--- src/rtl/hazard_ctrl_if.sv ---
// hazard_ctrl_if
//   Bundles the signals between the 5-stage pipeline and hazard_ctrl_unit.
//   master: pipeline side (drives register indices/enables, receives controls)
//   slave : hazard_ctrl_unit side
//   Parameters: REG_AW register-index width, SCNT_W stall-counter width
//   Inputs to the unit : Rs1D, Rs2D, Rs1E, Rs2E, RdE, RdM, RdW,
//                        RegWriteE/M/W, LoadE, PCSrcE, MemBusyM
//   Outputs of the unit: ForwardAE, ForwardBE, StallF..StallW, FlushD, FlushE, StallCnt
//   BRANCH_FWD_EN adds BranchD and LoadM (Decode-branch hazard inputs) and
//   ForwardAD/ForwardBD (Decode-branch compare forwarding).
interface hazard_ctrl_if #(
    parameter int REG_AW = 5,
    parameter int SCNT_W = 16
);
    logic [REG_AW-1:0] Rs1D, Rs2D, Rs1E, Rs2E, RdE, RdM, RdW;
    logic              RegWriteE, RegWriteM, RegWriteW;
    logic              LoadE, PCSrcE, MemBusyM;
    logic [1:0]        ForwardAE, ForwardBE;
    logic              StallF, StallD, StallE, StallM, StallW;
    logic              FlushD, FlushE;
    logic [SCNT_W-1:0] StallCnt;
`ifdef BRANCH_FWD_EN
    logic              BranchD, LoadM;
    logic              ForwardAD, ForwardBD;
`endif

    modport master (
`ifdef BRANCH_FWD_EN
        output BranchD, LoadM,
        input  ForwardAD, ForwardBD,
`endif
        output Rs1D, Rs2D, Rs1E, Rs2E, RdE, RdM, RdW,
        output RegWriteE, RegWriteM, RegWriteW, LoadE, PCSrcE, MemBusyM,
        input  ForwardAE, ForwardBE,
        input  StallF, StallD, StallE, StallM, StallW, FlushD, FlushE,
        input  StallCnt
    );

    modport slave (
`ifdef BRANCH_FWD_EN
        input  BranchD, LoadM,
        output ForwardAD, ForwardBD,
`endif
        input  Rs1D, Rs2D, Rs1E, Rs2E, RdE, RdM, RdW,
        input  RegWriteE, RegWriteM, RegWriteW, LoadE, PCSrcE, MemBusyM,
        output ForwardAE, ForwardBE,
        output StallF, StallD, StallE, StallM, StallW, FlushD, FlushE,
        output StallCnt
    );
endinterface

--- src/rtl/hazard_ctrl_unit.sv ---
// hazard_ctrl_unit
//   Hazard controller for a 5-stage RISC-V pipeline: EX operand forwarding
//   from MEM/WB, load-use stall sequencing (LU_CYC bubbles), whole-pipe freeze
//   while data memory is busy, wrong-path flush on taken branch/jump, and a
//   saturating count of cycles with StallF asserted.
//   Ports: clk, rst (synchronous, active high), hz (hazard_ctrl_if.slave).
//   The interface instance must use the same REG_AW/SCNT_W as this module.
//   Optional macro BRANCH_FWD_EN: Decode-stage branch forwarding
//   (ForwardAD/ForwardBD) and one-cycle Decode-branch dependency stalls.
module hazard_ctrl_unit #(
    parameter int REG_AW = 5,
    parameter int LU_CYC = 1,
    parameter int SCNT_W = 16
) (
    input  logic          clk,
    input  logic          rst,
    hazard_ctrl_if.slave  hz
);
    typedef enum logic [1:0] {RUN, LU_STALL, MEM_WAIT} state_t;

    localparam logic [SCNT_W-1:0] CNT_MAX = '1;
    localparam logic [2:0]        LU_LOAD = 3'(LU_CYC - 1);

    state_t            state, stateNext;
    logic [2:0]        luCnt, luCntNext;
    logic [SCNT_W-1:0] stallCnt;
    logic              luHazard;
    logic              stallF, stallD, stallE, stallM, stallW, flushD, flushE;
    logic [1:0]        fwdA, fwdB;

    // MEM result beats WB result; x0 is never forwarded.
    function automatic logic [1:0] fwdSel(
        input logic [REG_AW-1:0] rs,
        input logic              regWriteM,
        input logic [REG_AW-1:0] rdM,
        input logic              regWriteW,
        input logic [REG_AW-1:0] rdW
    );
        if (rs == REG_AW'(0))             return 2'b00;
        else if (regWriteM && rdM == rs)  return 2'b10;
        else if (regWriteW && rdW == rs)  return 2'b01;
        else                              return 2'b00;
    endfunction

    always_comb begin
        luHazard = hz.LoadE && hz.RegWriteE && (hz.RdE != REG_AW'(0)) &&
                   ((hz.RdE == hz.Rs1D) || (hz.RdE == hz.Rs2D));
    end

`ifdef BRANCH_FWD_EN
    // LoadM is the extra input that tells a load sitting in MEM apart
    // from an ALU result that can already be forwarded to Decode.
    logic brHazard;
    always_comb begin
        brHazard = hz.BranchD && (
            (hz.RegWriteE && (hz.RdE != REG_AW'(0)) &&
             ((hz.RdE == hz.Rs1D) || (hz.RdE == hz.Rs2D))) ||
            (hz.LoadM && (hz.RdM != REG_AW'(0)) &&
             ((hz.RdM == hz.Rs1D) || (hz.RdM == hz.Rs2D))));
    end
`endif

    always_comb begin
        stateNext = state;
        luCntNext = luCnt;
        stallF    = 1'b0;
        stallD    = 1'b0;
        stallE    = 1'b0;
        stallM    = 1'b0;
        stallW    = 1'b0;
        flushD    = 1'b0;
        flushE    = 1'b0;
        unique case (state)
            RUN: begin
                if (hz.MemBusyM) begin
                    {stallF, stallD, stallE, stallM, stallW} = '1;
                    stateNext = MEM_WAIT;
                end else if (hz.PCSrcE) begin
                    // A load-use consumer in Decode is on the wrong path.
                    flushD = 1'b1;
                    flushE = 1'b1;
                end else if (luHazard) begin
                    stallF    = 1'b1;
                    stallD    = 1'b1;
                    flushE    = 1'b1;
                    luCntNext = LU_LOAD;
                    stateNext = (LU_CYC > 1) ? LU_STALL : RUN;
                end
`ifdef BRANCH_FWD_EN
                else if (brHazard) begin
                    stallF = 1'b1;
                    stallD = 1'b1;
                    flushE = 1'b1;
                end
`endif
            end
            LU_STALL: begin
                if (hz.MemBusyM) begin
                    {stallF, stallD, stallE, stallM, stallW} = '1;
                    stateNext = MEM_WAIT;
                end else begin
                    stallF    = 1'b1;
                    stallD    = 1'b1;
                    flushE    = 1'b1;
                    luCntNext = luCnt - 3'd1;
                    if (luCnt == 3'd1) stateNext = RUN;
                end
            end
            MEM_WAIT: begin
                {stallF, stallD, stallE, stallM, stallW} = '1;
                if (!hz.MemBusyM) stateNext = (luCnt != 3'd0) ? LU_STALL : RUN;
            end
            default: stateNext = RUN;
        endcase
        if (rst) begin
            {stallF, stallD, stallE, stallM, stallW, flushD, flushE} = '0;
        end
    end

    always_comb begin
        fwdA = '0;
        fwdB = '0;
        if (!rst) begin
            fwdA = fwdSel(hz.Rs1E, hz.RegWriteM, hz.RdM, hz.RegWriteW, hz.RdW);
            fwdB = fwdSel(hz.Rs2E, hz.RegWriteM, hz.RdM, hz.RegWriteW, hz.RdW);
        end
    end

    always_ff @(posedge clk) begin
        if (rst) begin
            state    <= RUN;
            luCnt    <= '0;
            stallCnt <= '0;
        end else begin
            state <= stateNext;
            luCnt <= luCntNext;
            if (stallF && stallCnt != CNT_MAX) stallCnt <= stallCnt + SCNT_W'(1);
        end
    end

    assign hz.ForwardAE = fwdA;
    assign hz.ForwardBE = fwdB;
    assign hz.StallF    = stallF;
    assign hz.StallD    = stallD;
    assign hz.StallE    = stallE;
    assign hz.StallM    = stallM;
    assign hz.StallW    = stallW;
    assign hz.FlushD    = flushD;
    assign hz.FlushE    = flushE;
    assign hz.StallCnt  = stallCnt;

`ifdef BRANCH_FWD_EN
    assign hz.ForwardAD = !rst && hz.RegWriteM && (hz.RdM != REG_AW'(0)) && (hz.RdM == hz.Rs1D);
    assign hz.ForwardBD = !rst && hz.RegWriteM && (hz.RdM != REG_AW'(0)) && (hz.RdM == hz.Rs2D);
`endif
endmodule
--- src/flat_wrapper.sv ---
// flat-port wrapper written by rule: the top's interface ports become plain ports
module hazard_ctrl_unit_flat 
#(
    parameter int REG_AW = 5,
    parameter int LU_CYC = 1,
    parameter int SCNT_W = 16
)
  (clk, rst, hz_Rs1D, hz_Rs2D, hz_Rs1E, hz_Rs2E, hz_RdE, hz_RdM, hz_RdW, hz_RegWriteE, hz_RegWriteM, hz_RegWriteW, hz_LoadE, hz_PCSrcE, hz_MemBusyM, hz_ForwardAE, hz_ForwardBE, hz_StallF, hz_StallD, hz_StallE, hz_StallM, hz_StallW, hz_FlushD, hz_FlushE, hz_StallCnt);
  hazard_ctrl_if #(.REG_AW(REG_AW), .SCNT_W(SCNT_W)) hz_i ();
  input  logic clk;
  input  logic rst;
  input wire logic [$bits(hz_i.Rs1D)-1:0] hz_Rs1D;
  input wire logic [$bits(hz_i.Rs2D)-1:0] hz_Rs2D;
  input wire logic [$bits(hz_i.Rs1E)-1:0] hz_Rs1E;
  input wire logic [$bits(hz_i.Rs2E)-1:0] hz_Rs2E;
  input wire logic [$bits(hz_i.RdE)-1:0] hz_RdE;
  input wire logic [$bits(hz_i.RdM)-1:0] hz_RdM;
  input wire logic [$bits(hz_i.RdW)-1:0] hz_RdW;
  input wire logic [$bits(hz_i.RegWriteE)-1:0] hz_RegWriteE;
  input wire logic [$bits(hz_i.RegWriteM)-1:0] hz_RegWriteM;
  input wire logic [$bits(hz_i.RegWriteW)-1:0] hz_RegWriteW;
  input wire logic [$bits(hz_i.LoadE)-1:0] hz_LoadE;
  input wire logic [$bits(hz_i.PCSrcE)-1:0] hz_PCSrcE;
  input wire logic [$bits(hz_i.MemBusyM)-1:0] hz_MemBusyM;
  output wire logic [$bits(hz_i.ForwardAE)-1:0] hz_ForwardAE;
  output wire logic [$bits(hz_i.ForwardBE)-1:0] hz_ForwardBE;
  output wire logic [$bits(hz_i.StallF)-1:0] hz_StallF;
  output wire logic [$bits(hz_i.StallD)-1:0] hz_StallD;
  output wire logic [$bits(hz_i.StallE)-1:0] hz_StallE;
  output wire logic [$bits(hz_i.StallM)-1:0] hz_StallM;
  output wire logic [$bits(hz_i.StallW)-1:0] hz_StallW;
  output wire logic [$bits(hz_i.FlushD)-1:0] hz_FlushD;
  output wire logic [$bits(hz_i.FlushE)-1:0] hz_FlushE;
  output wire logic [$bits(hz_i.StallCnt)-1:0] hz_StallCnt;
  assign hz_i.Rs1D = hz_Rs1D;
  assign hz_i.Rs2D = hz_Rs2D;
  assign hz_i.Rs1E = hz_Rs1E;
  assign hz_i.Rs2E = hz_Rs2E;
  assign hz_i.RdE = hz_RdE;
  assign hz_i.RdM = hz_RdM;
  assign hz_i.RdW = hz_RdW;
  assign hz_i.RegWriteE = hz_RegWriteE;
  assign hz_i.RegWriteM = hz_RegWriteM;
  assign hz_i.RegWriteW = hz_RegWriteW;
  assign hz_i.LoadE = hz_LoadE;
  assign hz_i.PCSrcE = hz_PCSrcE;
  assign hz_i.MemBusyM = hz_MemBusyM;
  assign hz_ForwardAE = hz_i.ForwardAE;
  assign hz_ForwardBE = hz_i.ForwardBE;
  assign hz_StallF = hz_i.StallF;
  assign hz_StallD = hz_i.StallD;
  assign hz_StallE = hz_i.StallE;
  assign hz_StallM = hz_i.StallM;
  assign hz_StallW = hz_i.StallW;
  assign hz_FlushD = hz_i.FlushD;
  assign hz_FlushE = hz_i.FlushE;
  assign hz_StallCnt = hz_i.StallCnt;
  hazard_ctrl_unit #(.REG_AW(REG_AW), .LU_CYC(LU_CYC), .SCNT_W(SCNT_W)) u_core (.clk(clk), .rst(rst), .hz(hz_i));
endmodule
--- config.mk ---
export PLATFORM = sky130hd
export DESIGN_NAME = hazard_ctrl_unit_flat
export DESIGN_NICKNAME = d
export VERILOG_FILES = /design/src/rtl/hazard_ctrl_if.sv /design/src/rtl/hazard_ctrl_unit.sv /design/src/flat_wrapper.sv
export SDC_FILE = /design/constraint.sdc
export NUM_CORES = 1
export LEC_CHECK = 0
export CAP_MARGIN = 20
export CORE_MARGIN = 8
export CORE_UTILIZATION = 23
export DETAILED_ROUTE_END_ITERATION = 12
export DONT_BUFFER_PORTS = 1
export SETUP_SLACK_MARGIN = 0.1
export SKIP_LAST_GASP = 1
export SYNTH_ARGS = -nofsm -noshare
export SYNTH_HDL_FRONTEND = slang
export SYNTH_SLANG_ARGS = --single-unit
--- constraint.sdc ---
create_clock -name clk -period 2.5 [get_ports clk]
set_clock_uncertainty 0.15 [all_clocks]
set_input_delay 0.25 -clock clk [delete_from_list [all_inputs] [get_ports clk]]
set_output_delay 0.25 -clock clk [all_outputs]
set_load 0.01 [all_outputs]
==> results summary, run 1 <==
The maximum number of buffers from clock root to sink came out at 2. The total count of hold-check failures in the final report was 0. The number of global-route vias before repair is 1524. The transition time of the tightest slew-check pin is 0.744 ns. The number of H-tree levels is 1. Counting the buffers created by CTS gives 3. The die covers 0.0105 sq mm. After the last flow step, the layout net total stands at 273. The worst path uses 89.4% of the clock period. The number of warning messages in the yosys log came out at 0. Across the run, the number of max-cap violations was 0. The final setup violation count came out at 0.

The congestion estimate from routability-driven global placement came to 0.725. Dividing total power by cell area gives a power density of 384 mW/mm^2. In this run, synthesis produced a sequential element count of 21.

The maximum ir drop on the vdd rail is 0.144 mV. The maximum number of pins on one net before global-route repair came out at 19. The number of rows created at floorplan came out at 31. The total routed wirelength is 4720 um. The overall die width is 102 um. Setup repair after global routing left no endpoint under its margin. The final global-route overflow total came out at 0. The total buffers and inverters traversed by the critical path came out at 2. Grouping stages by cell kind, the critical path spends the most delay in compound AO/OA/AOI/OAI gates. The biggest cell delay along the critical path came out at 0.42 ns. Walking the worst path, the cells encountered are inv_1 > ha_1 > a21o_1 > nand2_1 > a31oi_1 > a21oi_4 > buf_4 > or3_1 > a21oi_1. In this run the tightest slew margin relative to its limit is 50.2%. The cell count after synthesis came out at 214. The clock-pin slew on the worst setup and hold paths is 0.09 ns.

After detailed routing, the average wire length per cell comes to 14.8 um. After detailed routing, the met2 layer carries 2190 um of wire. For this run, design rule violations remaining after detail routing come to 0. The cell with the largest stage delay on the worst path is dfxtp_1. The share of the Yosys chip area taken by registers is 24.6%. In the final layout, the share of cells above drive strength 1 is 10.0%. The number of DRC markers in iteration 0 came out at 35.

The core region area is 0.00721 sq mm. The count of pins over their slew limit came out at 0. The number of distinct library cells after synthesis came out at 40. The largest fanout on the critical path is 14.

The wire length on met1 came out at 1820 um. The critical path in this run is classified as register to register. The least setup slack across all paths after layout came out at 0.266 ns. The global router's overall resource usage is 8.97%. The I/O pin total came out at 70. The detailed-routing iteration count for the pre-antenna-repair pass is 6. The analysis attributes to cell leakage a power of 0.672 nW. The mapped netlist covers 0.00171 sq mm. The via density per instance is 4.79. The tightest min-delay check is of the input port to register type. Detailed placement finished with a half-perimeter wire length of 3780 um. Data arrives at the worst endpoint at 2.27 ns. The synthesis-to-finish area growth is 11.3%. The height of the chip is 102 um. The number of antenna violations at the first check in global routing came out at 0. At the worst endpoint, the required time is 2.54 ns.

The total vias in the final route came out at 1527. The maximum frequency from static timing analysis is 448 MHz. The wire length of the first global-routing pass came out at 7450 um. The number of nets in the synthesized netlist is 266. The run finished with clean final reports.

The clock latency on the worst-skew pair came out at 0.26 ns. The tree is rooted in a clkbuf_8. The average instance in the mapped netlist occupies 8.00 sq um. TritonCTS built the clock tree. The final antenna-violating net count is 0.

The setup slack after placement is 0.287 ns. Buffers placed on the I/O ports in this run total 0. The endpoint class of the critical path is a register. The worst setup path is launched from a register. The number of antenna diodes came out at 0.

Summed over all failing endpoints, the final setup total negative slack is 0 ns. After detailed routing, no signal wire sits above met4. After layout, the minimum clock period comes to 2.23 ns. The routed length on met3 came out at 667 um. The number of sinks on the clock net came out at 21. For this configuration, the core starts out at a cell density of 23.7%.
==> routing by layer <==
metal | GRT usage (%) | vias to the layer above
li1 | - | 774
met1 | 9.53 | 683
met2 | 15.0 | 68
met3 | 4.56 | 2
met4 | 3.05 | 0
met5 | 0 | -
==> kinds of logic after synthesis <==
| kind of cell | Yosys count | synth area share, % |
|---|---|---|
| AND/OR/NAND/NOR | 87 | 28.5 |
| AO/OA/AOI/OAI | 42 | 15.2 |
| XOR/XNOR | 31 | 15.9 |
| flip-flops | 21 | 24.6 |
| buffers and inverters | 18 | 5.70 |
| adder cells (fa/ha/maj) | 9 | 6.58 |
| multiplexers | 6 | 3.58 |
==> final timing paths <==
kind	from	endpoint	slack (ns)	depth (start not counted)
min	rst	u_core.state[0]	0.03	2
min reg2reg	u_core.luCnt[1]	u_core.luCnt[1]	0.36	2
max reg2reg	u_core.state[0]	u_core.hz.StallCnt[11]	0.27	9
max	u_core.state[0]	u_core.hz.StallCnt[11]	0.27	9
==> state kept, by name, indices dropped and copies added (netlist names) <==
name	count
u_core.state	2
u_core.luCnt	3
u_core.hz.StallCnt	16
==> cell type report <==
class / count / area [sq um]
clock inverters: 1 / 5.00
flip-flops and latches: 21 / 423
well taps: 99 / 124
multi-input cells: 175 / 1190
fillers: 803 / 5310
inverters: 9 / 33.8
repair buffers: 11 / 85.1
clock buffers: 3 / 41.3
==> power by group <==
part | internal [W] | switching, W
sequential | 0.000340 | 0.00000365
combinational | 0.0000746 | 0.0000775
clock | 0.000111 | 0.000124
==> per-stage QoR <==
stage               total power, W  std cells  instance area (sq um)  hold slack [ns]  util, %
floorplan                 0.000480        214                   1710            0.314        -
global placement          0.000490        312                   1830            0.175     25.4
detailed placement        0.000494        312                   1830            0.176     25.4
CTS                       0.000742        317                   1890           0.0161     26.2
global route              0.000779        319                   1910           0.0238     26.4
finish                    0.000731        319                   1910           0.0271     26.4
==> synthesized netlist by cell type <==
library cell | n | share of area (%)
xnor2_1 | 22 | 11
dfxtp_1 | 21 | 25
a21oi_1 | 17 | 5.0
nor2_1 | 17 | 3.7
nand2_1 | 14 | 3.1
or3_1 | 12 | 4.4
ha_1 | 9 | 6.6
inv_1 | 9 | 2.0
nand3_1 | 9 | 2.6
xor2_1 | 9 | 4.6
o21ai_1 | 8 | 2.3
or4_1 | 6 | 2.6
mux2i_1 | 5 | 2.9
nand4_1 | 5 | 1.8
nor4_1 | 5 | 1.8
o21ai_0 | 5 | 1.5
and3_1 | 4 | 1.5
clkbuf_1 | 4 | 0.88
buf_4 | 3 | 1.3
nand2b_1 | 3 | 1.1
nor2b_1 | 3 | 1.1
a21o_1 | 2 | 0.88
nand3b_1 | 2 | 0.88
nor3_1 | 2 | 0.58
nor3b_1 | 2 | 0.88
o31ai_1 | 2 | 0.88
a21boi_0 | 1 | 0.44
a21oi_4 | 1 | 0.95
a311oi_2 | 1 | 0.88
a31o_2 | 1 | 0.51
a31oi_1 | 1 | 0.37
and4_1 | 1 | 0.51
buf_6 | 1 | 0.66
buf_8 | 1 | 0.88
mux2_2 | 1 | 0.66
nor4b_1 | 1 | 0.51
nor4b_4 | 1 | 1.4
o211ai_2 | 1 | 0.73
o21a_1 | 1 | 0.44
o22ai_1 | 1 | 0.37
==> placed cells by master (no fill, tap or decap), types with 10 or more instances in the layout <==
cell / netlist / layout
nor2_1: 17 / 17
or3_1: 12 / 12
a21oi_1: 17 / 17
buf_4: 3 / 10
nand2_1: 14 / 14
dfxtp_1: 21 / 19
xnor2_1: 22 / 22
==> timing repair <==
item                                    4_1_cts  5_1_grt
hold endpoints to repair                     18        0
hold buffers                                  1        0
endpoints found under the setup margin        0        6
resized for setup                             0        2
setup buffers                                 0        2
(Power assumes the default switching activity.)
==> inputs of run 2 (changes only) <==
SETUP_SLACK_MARGIN = 0.5   (was 0.1)
==> results summary, run 2 (synthesis gave the netlist of run 1 again) <==
The cell internal power dissipation is 0.000540 W (+2.7%). The minimum period implied by the final worst setup slack came to 2.18 ns (-0.0545 ns). The worst setup path is launched from a register. Leaving out fill and tap cells, the most frequent cell in the layout is xnor2_1. The number of sinks on the clock net came out at 21 (unchanged). The number of global-route vias before repair is 1443 (-5.3%).

The fraction of layout cells with a size suffix above 1 is 24.9% (+15 points). The initial core utilization came out at 23.7% (unchanged). The height of the chip was 102 um (unchanged). The number of DRC markers in iteration 0 is 37 (+5.7%).

The transition time of the tightest slew-check pin came out at 0.591 ns (-0.153 ns). The overall die width came to 102 um (unchanged). The met2 demand-to-capacity share in global routing came out at 14.8% (-0.20 points).

The clock-pin slew on the worst setup and hold paths is 0.08 ns (about the same). The cell area power density came to 351 mW/mm^2 (-8.4%). The global router's overall resource usage came to 9.01% (+0.044 points). The detailed-routing iteration count for the pre-antenna-repair pass came to 4 (-2). The count of nets after finishing is 278 (+1.8%).

The arrival time of the worst setup path is 2.22 ns (-0.05 ns). The maximum number of pins on one net before global-route repair came to 31 (+12). The maximum frequency from static timing analysis was 459 MHz (+2.5%). The flip-flop count of the largest register, all copies and words added came out at 16 (unchanged).

The proportion of power drawn by the clock network came to 30.2% (-2.0 points). The CTS buffer count is 3 (unchanged). Clock tree synthesis selected as its root buffer the cell clkbuf_8. The critical path is of the register to register type. Following the worst setup path forward leads to its endpoint at u_core.hz.StallCnt[6]. The wire length of the first global-routing pass came out at 7630 um (+2.4%). The synthesis-to-finish area growth is 24.4%. The I/O pin total is 70 (unchanged). The worst setup path is captured at a register.

Setup repair after global routing could not meet its margin everywhere. The total routed wirelength was 5000 um (+5.9%). The count of max-cap constraint violations is 0 (unchanged). The run finished, with violations left. The accumulated negative setup slack is 0 ns (unchanged). The number of H-tree levels came to 1 (unchanged). The share of total power in combinational logic came out at 22.9% (+2.1 points).

The number of antenna violations at the first check in global routing is 0 (unchanged). The setup slack after placement came to 0.236 ns (-0.0507 ns). The core region area came out at 0.00721 sq mm (unchanged).

The startpoint identified for the worst register-to-register timing path is u_core.hz.StallCnt[0]. The total count of hold-check failures in the final report was 18 (+18). The share of the core filled with cells in the final layout is 29.5% (+3.1 points). The checks that failed: hold timing. The final global-route overflow total is 0 (unchanged). The total vias in the final route came out at 1566 (+2.6%). The worst endpoint required time came to 2.54 ns (about the same). The total net switching power is 0.000208 W (+1.3%).

The post-detailed-route wirelength per cell was 15.4 um (+4.3%). The most critical setup path has its startpoint at u_core.hz.StallCnt[0]. The maximum number of buffers from clock root to sink was 2 (unchanged). The number of rows created at floorplan came to 31 (unchanged). The count of input and output buffers is 0 (unchanged). The overall power came out at 0.000748 W (+2.3%).

The static power due to leakage came to 0.722 nW (+7.5%). The final antenna-violating net count came out at 0 (unchanged). The number of antenna diodes came out at 0 (unchanged). The weighted congestion reported at the end of routability-driven placement came out at 0.691 (-4.6%). The total half-perimeter wirelength after legalization and detailed placement is 3850 um (+1.8%). The die area is 0.0105 sq mm (unchanged). The met3 layer usage reported by global route came out at 3.75% (-0.82 points).

The endpoint identified for the worst register-to-register timing path is u_core.hz.StallCnt[6]. The largest fanout on the critical path is 5 (-9). The least setup slack across all paths after layout is 0.321 ns (+0.0545 ns). In this run the most used layer during global routing was met2.

The register share of total power came out at 46.9% (about the same). The switching power share of the total came out at 27.8% (-0.29 points). The tightest slew margin relative to the limit is 60.2% (+10 points).

The maximum ir drop on the vdd rail came out at 0.185 mV (+29%). The clock latency on the worst-skew pair came out at 0.26 ns (about the same). The hold slack is -0.0956 ns (-0.123 ns). The count of pins over their slew limit is 0 (unchanged). The setup slack of the most critical reg-to-reg path came to 0.32 ns (+0.05 ns). The number of remaining DRC errors came out at 0 (unchanged).

The final setup violation count came out at 0 (unchanged). The min-delay analysis places its worst path in the category input port to register. The via density per instance came out at 4.83 (+0.97%).

The CTS tree is yes. The met1 global-route usage was 10.4% (+0.87 points). The final worst-path cycle share was 87.2% (-2.2 points).

In the layout the commonest cells are 22 x xnor2_1, 16 x nor2_1, 15 x a21oi_1. The logic depth of the worst register-to-register path is 10 (+1).
run 2: worst min-delay path by stage:
stage	depth (start not counted)	slack, ns	end	startpoint
global placement	1	0.18	u_core.hz.StallCnt[0]	rst
finish	1	-0.1	u_core.luCnt[0]	rst
CTS	1	-0.11	u_core.hz.StallCnt[10]	rst
global route	1	-0.11	u_core.hz.StallCnt[10]	rst
detailed placement	1	0.17	u_core.hz.StallCnt[1]	rst
floorplan	2	0.31	u_core.luCnt[1]	u_core.luCnt[1]
run 2: stage by stage:
step / cell area (sq um) / instances
floorplan: 1770 / 214
finish: 2130 / 324
global placement: 1850 / 309
CTS: 2030 / 321
global route: 2130 / 324
detailed placement: 1850 / 309
run 2: what timing repair did:
item                                    4_1_cts  5_1_grt
gates cloned                                  2        0
endpoints found under the setup margin       18       20
buffers inserted                              6        3
hold endpoints to repair                     18       18
gates resized for setup                      20       15
pin swaps                                    10        4
run 2: power by group through the flow:
| stage | Sequential [W] | Clock [W] | Combinational (W) |
|---|---|---|---|
| 2_1_floorplan | 0.000357 | 0 | 0.000132 |
| 3_3_place_gp | 0.000359 | 0 | 0.000130 |
| 3_5_place_dp | 0.000359 | 0 | 0.000131 |
| 4_1_cts | 0.000351 | 0.000235 | 0.000155 |
| 5_1_grt | 0.000352 | 0.000245 | 0.000187 |
| 6_report | 0.000351 | 0.000226 | 0.000171 |
run 2: metal layers:
layer / wire length, um / share of wire (%) / vias to the layer above
met5: 0 / 0 / -
met4: 55 / 1.1 / 0
met3: 505 / 10 / 2
met2: 2320 / 46 / 58
met1: 2130 / 42 / 718
li1: - / - / 788
run 2: final cells by class:
cell class | instances | area (sq um)
timing repair buffer | 15 | 136
tap | 99 | 124
fill | 792 | 5080
sequential | 21 | 442
clock inverter | 1 | 5.00
multi-input combinational | 176 | 1350
inverter | 9 | 33.8
clock buffer | 3 | 41.3
run 2: worst max-delay path, cell delays in order, from the launching register on:
cell	delay, ns
dfxtp_4	0.40
ha_4	0.15
nand3_4	0.09
nor4b_4	0.34
buf_4	0.20
a31oi_4	0.10
a21oi_4	0.24
buf_4	0.16
buf_4	0.09
o31ai_1	0.05
a21oi_1	0.12
==> inputs of run 3 (changes only) <==
DONT_BUFFER_PORTS = unset   (was 1)
PLACE_DENSITY_LB_ADDON = 0.3   (was unset)
==> results summary, run 3 (synthesis gave the netlist of run 1 again) <==
The run finished with clean final reports. The synthesis-to-finish area growth came out at 73.0%. The global router's overall resource usage is 10.2% (+1.2 points). The final global-route overflow total came out at 0 (unchanged).

The number of gates on the worst path with buffers counted came to 8 (-2). The count of nets after finishing came out at 363 (+31%). The count of max-cap constraint violations is 0 (unchanged). The I/O pin total came out at 70 (unchanged). The wire length of the first global-routing pass was 8690 um (+14%). The number of DRC markers in iteration 0 is 56 (+51%). The weighted congestion reported at the end of routability-driven placement came out at 0.793 (+15%).

The number of antenna diodes is 0 (unchanged). The static power due to leakage came out at 1.17 nW (+62%). The routed length on met3 came out at 462 um (-8.5%). The highest layer used for signal routing is met4. The total buffers and inverters traversed by the critical path came out at 1 (-2).

The count of filler cells inserted in the layout came out at 754 (-4.8%). The slowest stage of the critical path belongs to the cell or4_1. The number of H-tree levels is 1 (unchanged).

The cell area power density was 302 mW/mm^2 (-14%). The post-detailed-route wirelength per cell is 13.3 um (-14%). The most common cell after layout, fill and taps aside is dlygate4sd2_1.

The number of sinks on the clock net came out at 21 (unchanged). The post-detailed-placement cell area came out at 0.00269 sq mm (+45%). The total count of hold-check failures in the final report came out at 0 (-18).

The hold buffer count at CTS came out at 0. The total half-perimeter wirelength after legalization and detailed placement is 4200 um (+9.0%). The number of antenna violations at the first check in global routing came out at 0 (unchanged). The routed wire length on met2 is 2600 um (+12%). Traced cell by cell, the critical path runs through ha_2 > nor2_4 > nand3_4 > a311oi_4 > a21oi_4 > buf_12 > or4_1 > a21oi_1.

The tightest slew margin relative to the limit is 68.4% (+8.2 points). The summed area of non-filler cells in the final layout came out at 0.00296 sq mm (+39%). The count of input and output buffers came out at 69 (+69). The total vias in the final route was 1891 (+21%). The buffer cell driving the clock tree root is clkbuf_8.

The maximum frequency from static timing analysis is 459 MHz (about the same). The final antenna-violating net count came to 0 (unchanged). The CTS tree is yes. The core region area is 0.00721 sq mm (unchanged). The hold slack came out at 0.356 ns (+0.451 ns). The maximum ir drop on the vdd rail is 0.186 mV (+0.88%). The number of remaining DRC errors is 0 (unchanged). The share of the core filled with cells in the final layout came out at 41.1% (+12 points).

The number of global-route vias before repair was 1918 (+33%). The minimum period implied by the final worst setup slack came out at 2.18 ns (-0.00190 ns). The height of the chip is 102 um (unchanged). In this run the worst hold path is classified as register to register. The biggest cell delay along the critical path is 0.46 ns (+0.06 ns).

The maximum number of buffers from clock root to sink is 2 (unchanged). The cell total after placement came out at 396 (+28%). The critical path is of the register to register type. The overall power came out at 0.000895 W (+20%). The critical path startpoint category is a register.

The number of cells in the finished layout apart from fillers was 409 (+26%). The total routed wirelength is 5460 um (+9.2%). The initial core utilization is 23.7% (unchanged). The maximum number of pins on one net before global-route repair came out at 29 (-6.5%). The die area is 0.0105 sq mm (unchanged). The library cells used most frequently in the layout, excluding fill and tap cells, are 27 x dlygate4sd2_1, 26 x clkdlybuf4s50_1, 25 x buf_4. The detailed-routing iteration count for the pre-antenna-repair pass came to 4 (unchanged).

Setup repair after global routing could not meet its margin everywhere. The wire length on met1 is 2300 um (+8.2%). The logic depth of the worst register-to-register path came out at 8 (-2).

The worst setup path is captured at a register. The cell depth of the worst hold path is 2 (+1). The clock latency on the worst-skew pair came to 0.26 ns (about the same). The transition time of the tightest slew-check pin is 0.470 ns (-0.121 ns). The clock-pin slew on the worst setup and hold paths came to 0.09 ns (about the same). The arrival time of the worst setup path is 2.23 ns (about the same). The count of pins over their slew limit is 0 (unchanged). The via density per instance came to 4.62 (-4.3%). The worst endpoint required time came to 2.55 ns (about the same). The final worst-path cycle share came out at 87.1% (about the same). The overall die width was 102 um (unchanged). The cell family contributing the most delay on the critical path is simple AND/OR/NAND/NOR gates. The largest fanout on the critical path was 28 (+23). The flip-flop count of the largest register, all copies and words added is 16 (unchanged). The CTS buffer count came out at 3 (unchanged). The final setup violation count came to 0 (unchanged).

The fraction of layout cells with a size suffix above 1 was 28.7% (+3.8 points). The number of rows created at floorplan came to 31 (unchanged).
==> run 3: changes by cell type in the layout (fill, tap and decap cells not counted), moves of 7 or more <==
cell,before,now
dlygate4sd2_1,0,27
clkdlybuf4s50_1,0,26
buf_4,11,25
dfxtp_2,8,0
buf_2,0,7
buf_6,3,10
dfxtp_1,10,17
==> run 3: metal layers <==
layer	track usage [%]	vias to the layer above
li1	-	954
met1	11.6	874
met2	17.0	57
met3	3.68	6
met4	3.84	0
met5	0	-
==> run 3: layout make-up <==
type	instances	area (sq um)	share of cell area, %
clock buffers	3	41.3	1.39
clock inverters	1	5.00	0.169
inverters	9	41.3	1.39
multi-input cells	175	1400	47.4
flip-flops and latches	21	435	14.7
well taps	99	124	4.18
repair buffers	101	911	30.8
==> run 3: through the flow <==
| stage | setup slack [ns] | TNS, ns |
|---|---|---|
| CTS | 0.332 | 0 |
| global placement | -0.139 | -0.501 |
| global route | 0.212 | 0 |
| floorplan | 0.377 | 0 |
| finish | 0.322 | 0 |
| detailed placement | -0.185 | -0.654 |
==> run 3: worst paths after layout <==
check,to,from,slack [ns]
setup / recovery,u_core.hz.StallCnt[5],u_core.state[1],0.32
hold / removal,u_core.luCnt[1],u_core.luCnt[1],0.36
setup reg to reg,u_core.hz.StallCnt[5],u_core.state[1],0.32
hold reg to reg,u_core.luCnt[1],u_core.luCnt[1],0.36
==> run 3: power by group <==
group | leakage (nW) | total [W] | switching (W) | internal, W
sequential | 0.172 | 0.000350 | 0.0000105 | 0.000340
clock | 0.0255 | 0.000237 | 0.000126 | 0.000111
combinational | 0.971 | 0.000308 | 0.000137 | 0.000170
total | 1.17 | 0.000895 | 0.000273 | 0.000621
==> run 3: worst reg2reg max path, cell delays in order, from the launching register on <==
cell and delay, ns:
dfxtp_4 0.38, ha_2 0.19, nor2_4 0.14, nand3_4 0.11
a311oi_4 0.31, a21oi_4 0.10, buf_12 0.17, or4_1 0.47
a21oi_1 0.12
==> run 3: timing repair <==
item,in CTS,in global routing
cloned,0,0
gates resized for setup,106,30
pin swaps,31,19
setup buffers,6,3
endpoints found under the setup margin,30,27
